===== src/rtl/irq_pkg.sv =====
// irq_pkg: shared FSM encoding and default NMI vector for irq_controller
package irq_pkg;
    typedef enum logic [2:0] {IDLE, REQ_IRQ, REQ_NMI, VEC, WAIT_REL} state_e;
    localparam logic [5:0] NMI_VEC_DEF = 6'h3F;
endpackage


===== src/rtl/irq_controller_if.sv =====
// irq_controller_if: request/acknowledge/vector handshake between interrupt front-end and core
interface irq_controller_if #(parameter int VEC_W = 6);
    logic INT;
    logic NMI;
    logic INTD;
    logic INA;
    logic [VEC_W-1:0] vec;
    modport master (output INT, NMI, INTD, vec, input INA);
    modport slave (input INT, NMI, INTD, vec, output INA);
endinterface


===== src/rtl/irq_prio_enc.sv =====
// irq_prio_enc: lowest-index-first priority encoder
module irq_prio_enc #(
    parameter int N_IRQ = 8,
    parameter int VEC_W = 6
) (
    input  logic [N_IRQ-1:0] req_i,
    output logic             valid_o,
    output logic [VEC_W-1:0] index_o
);
    always_comb begin
        valid_o = |req_i;
        index_o = '0;
        for (int i = N_IRQ - 1; i >= 0; i--)
            if (req_i[i]) index_o = VEC_W'(i);
    end
endmodule


===== src/rtl/irq_controller.sv =====
// irq_controller: edge-latched, masked, fixed-priority interrupt front-end with INA/INTD handshake
module irq_controller
    import irq_pkg::*;
#(
    parameter int N_IRQ = 8,
    parameter int VEC_W = 6,
    parameter logic [VEC_W-1:0] NMI_VEC = VEC_W'(NMI_VEC_DEF)
) (
    input  logic             clk,
    input  logic             rst,
    input  logic [N_IRQ-1:0] irq,
    input  logic             nmi_in,
    input  logic             mask_we,
    input  logic [N_IRQ-1:0] mask_wdata,
    irq_controller_if.master bus,
    output logic [N_IRQ-1:0] pending
);
    logic [N_IRQ-1:0] irq_q, mask_q, pend_q, pend_d, clr;
    logic nmi_q, nmi_pend_q, nmi_pend_d;
    logic is_nmi_q, int_q, nmi_req_q, intd_q, win_valid;
    logic [VEC_W-1:0] sel_q, vec_q, win_idx;
    state_e state_q;

    irq_prio_enc #(.N_IRQ(N_IRQ), .VEC_W(VEC_W)) u_enc (
        .req_i  (pend_q & mask_q),
        .valid_o(win_valid),
        .index_o(win_idx)
    );

    // new edges are ORed in after the clear so a same-cycle re-trigger survives
    assign clr = (state_q == VEC && !is_nmi_q) ? N_IRQ'(1) << sel_q : '0;
    assign pend_d = (pend_q & ~clr) | (irq & ~irq_q);
    assign nmi_pend_d = (nmi_pend_q & ~(state_q == VEC && is_nmi_q)) | (nmi_in & ~nmi_q);

    always_ff @(posedge clk or posedge rst) begin
        if (rst) begin
            irq_q      <= '0;
            nmi_q      <= 1'b0;
            pend_q     <= '0;
            nmi_pend_q <= 1'b0;
            mask_q     <= '0;
        end else begin
            irq_q      <= irq;
            nmi_q      <= nmi_in;
            pend_q     <= pend_d;
            nmi_pend_q <= nmi_pend_d;
            if (mask_we) mask_q <= mask_wdata;
        end
    end

    always_ff @(posedge clk or posedge rst) begin
        if (rst) begin
            state_q   <= IDLE;
            is_nmi_q  <= 1'b0;
            sel_q     <= '0;
            int_q     <= 1'b0;
            nmi_req_q <= 1'b0;
            intd_q    <= 1'b0;
            vec_q     <= '0;
        end else begin
            intd_q <= 1'b0;
            vec_q  <= '0;
            case (state_q)
                IDLE: begin
                    if (nmi_pend_q) begin
                        state_q   <= REQ_NMI;
                        is_nmi_q  <= 1'b1;
                        nmi_req_q <= 1'b1;
                    end else if (win_valid) begin
                        state_q  <= REQ_IRQ;
                        is_nmi_q <= 1'b0;
                        sel_q    <= win_idx;
                        int_q    <= 1'b1;
                    end
                end
                REQ_IRQ, REQ_NMI: begin
                    if (bus.INA) begin
                        state_q   <= VEC;
                        int_q     <= 1'b0;
                        nmi_req_q <= 1'b0;
                        intd_q    <= 1'b1;
                        vec_q     <= is_nmi_q ? NMI_VEC : sel_q;
                    end
                end
                VEC: state_q <= WAIT_REL;
                WAIT_REL: if (!bus.INA) state_q <= IDLE;
                default: state_q <= IDLE;
            endcase
        end
    end

    assign bus.INT  = int_q;
    assign bus.NMI  = nmi_req_q;
    assign bus.INTD = intd_q;
    assign bus.vec  = vec_q;
    assign pending  = pend_q;
endmodule


===== src/flat_wrapper.sv =====
// flat-port wrapper written by rule: the top's interface ports become plain ports
module irq_controller_flat import irq_pkg::*;
#(
    parameter int N_IRQ = 8,
    parameter int VEC_W = 6,
    parameter logic [VEC_W-1:0] NMI_VEC = VEC_W'(NMI_VEC_DEF)
)
  (clk, rst, irq, nmi_in, mask_we, mask_wdata, pending, bus_INT, bus_NMI, bus_INTD, bus_vec, bus_INA);
  irq_controller_if #(.VEC_W(VEC_W)) bus_i ();
  input  logic clk;
  input  logic rst;
  input  logic [N_IRQ-1:0] irq;
  input  logic nmi_in;
  input  logic mask_we;
  input  logic [N_IRQ-1:0] mask_wdata;
  output logic [N_IRQ-1:0] pending;
  output wire logic [$bits(bus_i.INT)-1:0] bus_INT;
  output wire logic [$bits(bus_i.NMI)-1:0] bus_NMI;
  output wire logic [$bits(bus_i.INTD)-1:0] bus_INTD;
  output wire logic [$bits(bus_i.vec)-1:0] bus_vec;
  input wire logic [$bits(bus_i.INA)-1:0] bus_INA;
  assign bus_INT = bus_i.INT;
  assign bus_NMI = bus_i.NMI;
  assign bus_INTD = bus_i.INTD;
  assign bus_vec = bus_i.vec;
  assign bus_i.INA = bus_INA;
  irq_controller #(.N_IRQ(N_IRQ), .VEC_W(VEC_W), .NMI_VEC(NMI_VEC)) u_core (.clk(clk), .rst(rst), .irq(irq), .nmi_in(nmi_in), .mask_we(mask_we), .mask_wdata(mask_wdata), .bus(bus_i), .pending(pending));
endmodule

===== config.mk =====
export PLATFORM = sky130hd
export DESIGN_NAME = irq_controller_flat
export DESIGN_NICKNAME = d
export VERILOG_FILES = /design/src/rtl/irq_pkg.sv /design/src/rtl/irq_controller_if.sv /design/src/rtl/irq_prio_enc.sv /design/src/rtl/irq_controller.sv /design/src/flat_wrapper.sv
export SDC_FILE = /design/constraint.sdc
export NUM_CORES = 1
export LEC_CHECK = 0
export BUFFER_PORTS_ARGS = -buffer_cell sky130_fd_sc_hd__buf_2
export CORE_AREA = 2 2 60 62
export CTS_CLUSTER_DIAMETER = 30
export DETAILED_ROUTE_END_ITERATION = 8
export DIE_AREA = 0 0 62 64
export PLACE_DENSITY = 0.74
export SYNTH_ARGS = -nofsm -noshare
export SYNTH_HDL_FRONTEND = slang
export SYNTH_SLANG_ARGS = --single-unit

===== constraint.sdc =====
create_clock -name clk -period 1.65 [get_ports clk]
set_input_delay 0.495 -clock clk [delete_from_list [all_inputs] [get_ports clk]]
set_output_delay 0.495 -clock clk [all_outputs]
set_load 0.01 [all_outputs]

# Word level (Yosys, flattened, before mapping)
# Cells that the tools add are included.
# op_classes
eq_ne,10
shifts,1
n_mux,27
bitwise,12
reduce_logical,13
# op_table
op,count
6-bit 2-to-1 mux,10
8-bit bitwise AND,3
8-bit NOT,2
3-bit 2-to-1 mux,5
3-bit one-hot mux with 4 select lines,1
3-bit AND reduction,3
1-bit 2-to-1 mux,8
8-bit 2-to-1 mux,1
2-bit != test (second input constant),4
8-bit bitwise OR,1
8-bit OR reduction,1
1-bit by 6-bit << shifter with 8-bit output (first input constant),1
3-bit by 2-bit equality test with 1-bit output (second input constant),2
1-bit one-hot mux with 2 select lines,2
4-bit AND reduction,1
2-bit nonzero test,2
3-bit by 1-bit equality test with 1-bit output (second input constant),1
3-bit equality test (second input constant),1
3-bit logical NOT,1
3-bit by 2-bit != test with 1-bit output (second input constant),1
1-bit NOT,3
1-bit bitwise AND,2
1-bit logical AND,2
2-bit by 1-bit != test with 1-bit output (second input constant),1
4 further kinds,4
# word_totals
regBits,45
input_bits,21

# Depth between registers and ports, before layout
# Gate-level depths: netlist of run 1.
# depth
depth_word,9
mapped_depth,4

# Modules after synthesis
# A second synthesis of run 1 with hierarchy kept.
# unflattened
cells_unflattened,169
hier_area_um2,1938.1
# modules_own_cells
module,n_inst,cells_each,area_per_inst_um2
irq_controller,1,152,1830.5
irq_prio_enc,1,17,107.6

# Worst setup path after synthesis of run 1
# OpenSTA, ideal clock, no wires.
# synth_timing
path_type,register -> register
start,reg u_core.state_q[2]
end,reg u_core.sel_q[0]
t_arrival_ps,1066
t_required_ps,1523
path_slack_ps,457
path_stages_with_launch,4
path_buffers,0
synth_period_minus_slack_ps,1193
cell_sequence,dfrtp_1 > nor4_4 > nand2_1 > o2bb2ai_1
# synth_via
elab_chain_len,2
# synth_lines
element,line_no,rtl
start: declaration,irq_controller.sv:22,state_e state_q;
start signal: assignment,irq_controller.sv:53,state_q <= IDLE;
start signal: assignment,irq_controller.sv:66,state_q <= REQ_NMI;
start signal: assignment,irq_controller.sv:70,state_q <= REQ_IRQ;
3-bit logical NOT,irq_controller.sv:63,case (state_q)
3-bit AND reduction (no line),-,
end signal: assignment,irq_controller.sv:72,sel_q <= win_idx;
end: declaration,irq_controller.sv:21,"logic [VEC_W-1:0] sel_q, vec_q, win_idx;"
# No other way between the ends.
# A chain may end at the register's enable or synchronous reset.

# Final worst setup path of run 1
# layout_timing
start,"reg u_core.pend_q[1], in the netlist u_core.pending[1]"
end,out pending[1]
# layout_rtl
element,line_no,rtl
start: declaration,irq_controller.sv:18,"logic [N_IRQ-1:0] irq_q, mask_q, pend_q, pend_d, clr;"
start signal: assignment,irq_controller.sv:45,pend_q <= pend_d;
end: declaration,flat_wrapper.sv:16,output logic [N_IRQ-1:0] pending;
# No word-level cell between the ends.

==> run_results.csv, run 1 <==
group,metric,value,unit
run_status,status,"complete, no violations",
place,dpl.cell_count,222,
power,p_clk_frac,0.179,
place,gp_congestion,0.774,
critical_path,cp-start-kind,"register",
floorplanning,fp.dieH,64,um
power,switchingPower,987,uW
sta,finalCritPeriodShare,0.877,
clock_network,cts_tree,"built",
final_layout,area_growth,18.1,%
critical_path,critical_path_class,"reg -> out",
yosys,syn_avg_cell_area,11.4,um2
floorplanning,top_level_ports,38,
floorplanning,start_util,0.491,
critical_path,timing.critical_path.fanout_max,5,
final_layout,final_cells,230,
sta,max_freq,691,MHz
clock_network,htreeDepth,2,
clock_network,clock_sinks,40,
yosys,synth_seq_cells,40,
sta,hold_viol,0,
final_layout,insertedDiodeCount,0,
yosys,synth_cell_type_count,33,
routing,via_per_inst,5.10,
power,p_seq_frac,0.532,
sta,slew_headroom,0.681,
global_routing,grt_max_degree,41,
floorplanning,rows,21,
clock_network,cts_buffers,5,
sta,fin_skew,0.0136,ns
sta,rsz0062_at_grt,"no",
routing,drt_iter0_markers,33,
routing,drc,0,
power,power.share.switching,0.355,
clock_network,cts.clk_slew.worst_paths,0.11,ns
yosys,synthFlopType,"dfrtp_1",
sta,finalCriticalPeriod,1.45,ns
sta,fin_ws,0.203,ns
critical_path,crit_required,1.15,ns
routing,vias,1173,
run,maxCapViolCount,0,
power,comb_power_share,0.288,
place,port_buffers,37,
critical_path,critPathArrivalTime,0.95,ns
clock_network,hold_buffers,0,
routing,wl,2.96,mm
floorplanning,core,3280,um2
power,p_int,1.79,mW
routing,wire_per_inst,12.9,um
sta,finalSetupTns,0,ns
yosys,yosysSeqAreaShare,0.620,
clock_network,cts_setup_buffers,0,
yosys,synth_nets,162,
critical_path,cp_slowest_cell,"dfrtp_1",
clock_network,clk_latency,0.34,ns
place,preCtsSetupSlack,0.322,ns
yosys,synth_area,1610,um2
min_path,worstHoldPathType,"in -> async",
place,dpl.hpwl,2.23,mm
critical_path,path_cells,"buf_2",
sta,drv_slew,0,
sta,tightestPinTransition,0.478,ns
global_routing,grt_pass1_vias,1120,
final_layout,nNetsFinal,204,
yosys,synth-async-reset-ratio,1.00,
critical_path,critPathTopFamily,"flip-flops",
routing,drt-pass1-iter-count,4,
global_routing,grt_pass1_wl,4.90,mm
place,place_area,1840,um2
global_routing,antenna_found_initial,0,
final_layout,drive_gt1_frac,0.288,
clock_network,cts_buffer_depth,2,
final_layout,finalInstanceArea,1910,um2
yosys,ys_warn_count,0,
yosys,synth_enable_flop_cells,0,
critical_path,cpPeakStageDelay,0.45,ns
floorplanning,die_area,3970,um2
power,leakagePower,0.899,nW
floorplanning,die_w,62,um
power,power_density,1460,nW/um2
sta,setup_viol_count_final,0,
power,peakVddDrop,638,uV
sta,hold_slack,0.244,ns
yosys,synthCells,141,
critical_path,critical_path_buf_inv_count,1,
clock_network,cts_root_buf,"clkbuf_4",
routing,ant_nets,0,
global_routing,track_usage,0.173,
global_routing,overflow,0,
critical_path,cp-end-kind,"primary output",
clock_network,cts_resized,0,
==> power by group through the flow <==
| stage | clock network (mW) | registers [mW] | logic [mW] |
|---|---|---|---|
| after floorplan | 0 | 1.49 | 0.532 |
| after global routing | 0.565 | 1.52 | 0.918 |
| after CTS | 0.512 | 1.48 | 0.813 |
| final | 0.498 | 1.48 | 0.801 |
| after global placement | 0 | 1.47 | 0.787 |
| after detailed placement | 0 | 1.50 | 0.809 |
==> cell usage in the layout (no fill, tap or decap), types with 2 or more instances in the layout <==
| master | instances |
|---|---|
| clkinv_2 | 2 |
| clkbuf_4 | 5 |
| buf_2 | 37 |
| o21ai_0 | 2 |
| dfrtp_1 | 40 |
| nor2b_1 | 2 |
| a22oi_1 | 4 |
| nor2_1 | 10 |
| nand2_1 | 13 |
| inv_1 | 12 |
| a21oi_1 | 7 |
| mux2_1 | 8 |
| o21ai_1 | 19 |
==> Yosys cell counts (2+ instances only) <==
library cell  number  area share
inv_1             12       0.028
buf_4              2      0.0093
nand2_1           13       0.030
a21oi_1            7       0.022
nor2_1            10       0.023
dfrtp_1           40        0.62
mux2_1             8       0.056
o21ai_1           19       0.059
a22oi_1            4       0.019
nor2b_1            2      0.0078
o21ai_0            2      0.0062
==> sequential cells by signal (all words and copies together) (netlist names) <==
| signal | cells |
|---|---|
| u_core.bus.INT | 1 |
| u_core.is_nmi_q | 1 |
| u_core.bus.INTD | 1 |
| u_core.bus.NMI | 1 |
| u_core.bus.vec | 4 |
| u_core.sel_q | 3 |
| u_core.mask_q | 8 |
| u_core.nmi_q | 1 |
| u_core.state_q | 3 |
| u_core.pending | 8 |
| u_core.nmi_pend_q | 1 |
| u_core.irq_q | 8 |
==> final cells by class <==
type / count / area [um2]
Timing Repair Buffer: 38 / 193
Multi-Input combinational cell: 85 / 544
Fill cell: 300 / 1380
Tap cell: 46 / 57.6
Inverter: 13 / 48.8
Clock buffer: 6 / 51.3
Clock inverter: 2 / 10.0
Sequential cell: 40 / 1000
==> stage by stage <==
| stage | utilization | power, mW |
|---|---|---|
| floorplan | - | 2.02 |
| global route | 0.580 | 3.00 |
| detailed placement | 0.562 | 2.31 |
| CTS | 0.580 | 2.80 |
| finish | 0.580 | 2.78 |
| global placement | 0.562 | 2.26 |
==> worst register-to-register path, stage by stage (launching register included) <==
cell and delay [ns]:
dfrtp_1 0.43, a22oi_1 0.34, nand4_1 0.21, nand2_1 0.17, o21ai_1 0.09
==> routing by layer <==
| layer | part of all wire | up-vias | global-route usage |
|---|---|---|---|
| li1 | - | 570 | - |
| met1 | 0.44 | 555 | 0.219 |
| met2 | 0.48 | 42 | 0.257 |
| met3 | 0.073 | 6 | 0.0769 |
| met4 | 0.014 | 0 | 0.0665 |
| met5 | 0 | - | 0 |
==> kinds of logic (layout without fill, tap and decap cells) <==
kind of cell	after synthesis	count (layout)	synth area share
buffers and inverters	16	59	0.0426
AO/OA/AOI/OAI	39	39	0.147
flip-flops	40	40	0.620
AND/OR/NAND/NOR	38	38	0.135
multiplexers	8	8	0.0558
==> final timing paths <==
kind	slack (ns)	cells after the start	to	start
max	0.20	1	pending[1]	u_core.pending[1]
min	0.24	3	u_core.bus.INT	rst
max reg2reg	0.31	4	u_core.state_q[0]	u_core.pending[3]
min reg2reg	0.40	1	u_core.pending[2]	u_core.irq_q[2]
max in group asynchronous	1.07	3	u_core.sel_q[1]	rst
min in group clk	0.27	1	u_core.irq_q[4]	irq[4]
(Power assumes the default switching activity.)
==> run 2, diff against run 1 <==
ABC_AREA = 1   (was unset)
CORE_AREA = 2 2 61 63   (was 2 2 60 62)
DIE_AREA = 0 0 63 65   (was 0 0 62 64)
PLACE_DENSITY = 0.72   (was 0.74)
==> run 2 against run 1 <==
Flip-flop and latch count unchanged. Power fell by 3.8%. Clock-buffer cell count stayed put. Utilization fell by 3.5 points. Via count increased by 3.2%. Largest power group unchanged. Sequential share of layout area barely moved. Highest routed layer unchanged. Clock skew down 0.0090 ns. Worst hold slack improved by 0.0016 ns. Non-clock buffer count stayed put. First-iteration DRC count grew 27%.
==> run_results.csv, run 2 <==
group,metric,value,unit
run_status,status,"complete, no violations",
yosys,synth_enable_flop_cells,0,
yosys,synthFlopType,"dfrtp_1",
power,p_int,1.67,mW
place,preCtsSetupSlack,0.345,ns
critical_path,regToRegStartpoint,"u_core.pending[2]",
floorplanning,die_w,63,um
floorplanning,fp.dieH,65,um
clock_network,cts_tree,"built",
clock_network,cts_root_buf,"clkbuf_4",
sta,rsz0062_at_grt,"no",
critical_path,reg2reg_to,"u_core.sel_q[0]",
sta,setup_viol_count_final,0,
power,switchingPower,1.00,mW
critical_path,crit_required,1.15,ns
critical_path,critPathTopFamily,"flip-flops",
place,port_buffers,37,
global_routing,antenna_found_initial,0,
sta,max_freq,710,MHz
yosys,synth_nets,183,
routing,wl,2.90,mm
final_layout,most-common-layout-cells,"dfrtp_1, buf_2, nand2_1, o21ai_1, inv_1",
power,p_clk_frac,0.169,
sta,fin_skew,0.00458,ns
critical_path,critical_path_cell_count,1,
floorplanning,top_level_ports,38,
power,leakagePower,0.966,nW
routing,via_per_inst,4.80,
global_routing,track_usage,0.171,
critical_path,cpPeakStageDelay,0.42,ns
routing,ant_nets,0,
yosys,synth.top_cell.area_share,0.616,
global_routing,overflow,0,
critical_path,crit_start,"u_core.pending[1]",
yosys,ys_warn_count,0,
global_routing,grt_pass1_vias,1223,
sta,fin_ws,0.242,ns
critical_path,critical_path_buf_inv_count,1,
yosys,yosysTopAreaCell,"dfrtp_1",
routing,drt-pass1-iter-count,4,
routing,vias,1210,
critical_path,rrSetupSlack,0.32,ns
clock_network,htreeDepth,2,
sta,finalCritPeriodShare,0.853,
clock_network,cts_setup_buffers,0,
critical_path,endpoint,"pending[1]",
critical_path,reg2reg_depth,8,
floorplanning,core,3500,um2
critical_path,path_cells,"buf_2",
floorplanning,rows,22,
final_layout,final.fill_count,344,
floorplanning,die_area,4100,um2
sta,slew_headroom,0.681,
power,p_seq_frac,0.503,
power,comb_power_share,0.328,
yosys,syn_avg_cell_area,10.0,um2
place,gp_congestion,0.797,
sta,tightestPinTransition,0.479,ns
sta,hold_viol,0,
yosys,synth_cell_type_count,19,
power,power.share.switching,0.375,
min_path,worstHoldPathType,"in -> async",
critical_path,cp-start-kind,"register",
yosys,synth_seq_cells,40,
routing,drc,0,
yosys,synth_area_leaders,"dfrtp_1, nand2_1, o21ai_1",
yosys,yosysSeqAreaShare,0.616,
critical_path,critical_path_class,"reg -> out",
final_layout,drive_gt1_frac,0.319,
final_layout,area_growth,17.2,%
yosys,synth-async-reset-ratio,1.00,
sta,finalCriticalPeriod,1.41,ns
clock_network,cts.clk_slew.worst_paths,0.10,ns
clock_network,clk_latency,0.34,ns
routing,drt_iter0_markers,42,
critical_path,cp_slowest_cell,"dfrtp_1",
floorplanning,start_util,0.465,
power,power_density,1400,nW/um2
critical_path,timing.critical_path.fanout_max,3,
clock_network,clock_sinks,40,
global_routing,grt_max_degree,41,
run,maxCapViolCount,0,
yosys,yosysMostFrequentCell,"dfrtp_1",
sta,finalSetupTns,0,ns
global_routing,grt_pass1_wl,5.33,mm
final_layout,nNetsFinal,225,
clock_network,cts_resized,0,
clock_network,cts_buffer_depth,2,
final_layout,mostFrequentLayoutCell,"dfrtp_1",
clock_network,hold_buffers,0,
clock_network,cts_buffers,5,
yosys,synth_area,1630,um2
critical_path,critPathArrivalTime,0.91,ns
yosys,synth_commonest_cells,"dfrtp_1, nand2_1, o21ai_1",
sta,drv_slew,0,
critical_path,cp-end-kind,"primary output",
place,dpl.hpwl,2.22,mm
yosys,synthCells,162,
final_layout,insertedDiodeCount,0,
routing,wire_per_inst,11.5,um
power,peakVddDrop,544,uV
==> run 2: changes by cell type after synthesis, sizes merged, moves of 2 or more <==
cell / change
a22oi: -4
o21ai: +3
inv: +12
nand2: +21
nand3: +7
a21oi: -2
nor2b: -3
nand2b: -2
==> run 2: how the worst min path moves through the flow <==
stage,from,to,cells after the start
2_1_floorplan,u_core.nmi_q,u_core.nmi_pend_q,1
3_3_place_gp,u_core.irq_q[7],u_core.pending[7],1
3_5_place_dp,u_core.irq_q[7],u_core.pending[7],1
4_1_cts,rst,u_core.bus.vec[0],3
5_1_grt,irq[5],u_core.irq_q[5],1
6_report,rst,u_core.bus.vec[0],3
==> run 2: area by class of cell <==
class	instances	area (um2)	area share
clock buffers	6	41.3	0.0217
clock inverters	1	5.00	0.00263
inverters	25	93.8	0.0493
multi-input cells	94	510	0.268
flip-flops and latches	40	1000	0.526
well taps	48	60.1	0.0315
repair buffers	38	193	0.101
==> run 2: metrics by stage <==
stage / hold slack, ns / std cells / utilization / cell area, um2 / power [mW]
4_1_cts: 0.245 / 252 / 0.545 / 1900 / 2.70
5_1_grt: 0.230 / 252 / 0.545 / 1900 / 2.90
6_report: 0.246 / 252 / 0.545 / 1900 / 2.67
2_1_floorplan: 0.392 / 162 / - / 1630 / 1.98
3_5_place_dp: 0.403 / 245 / 0.531 / 1860 / 2.24
3_3_place_gp: 0.393 / 245 / 0.531 / 1860 / 2.22
==> run 2: cells by family (layout without fill, tap and decap cells) <==
| kind of cell | after synthesis | after routing | synth area share |
|---|---|---|---|
| DFF | 40 | 40 | 0.616 |
| muxes | 8 | 8 | 0.0554 |
| and+or+nand+nor | 55 | 55 | 0.161 |
| buffers and inverters | 28 | 70 | 0.0700 |
| AOI/OAI and AO/OA | 31 | 31 | 0.0978 |
==> run 2: layer usage <==
layer / global-route usage / vias to the layer above / wire, um
met3: 0.0538 / 6 / 196
met5: 0 / - / 0
met1: 0.203 / 562 / 1310
met4: 0.0667 / 0 / 52
met2: 0.291 / 41 / 1350
li1: - / 601 / -
==> run 2: worst reg2reg max path: cells and delay by family (launching register included) <==
kind	cells	cell delay, ns
DFF	1	0.41
and+or+nand+nor	8	0.83
==> run 2: power by group through the flow <==
stage          logic [mW]  registers (mW)  clock network [mW]
2_1_floorplan       0.592            1.39                   0
3_3_place_gp        0.864            1.36                   0
3_5_place_dp        0.880            1.36                   0
4_1_cts             0.882            1.34               0.474
5_1_grt              1.01            1.37               0.520
6_report            0.875            1.34               0.452
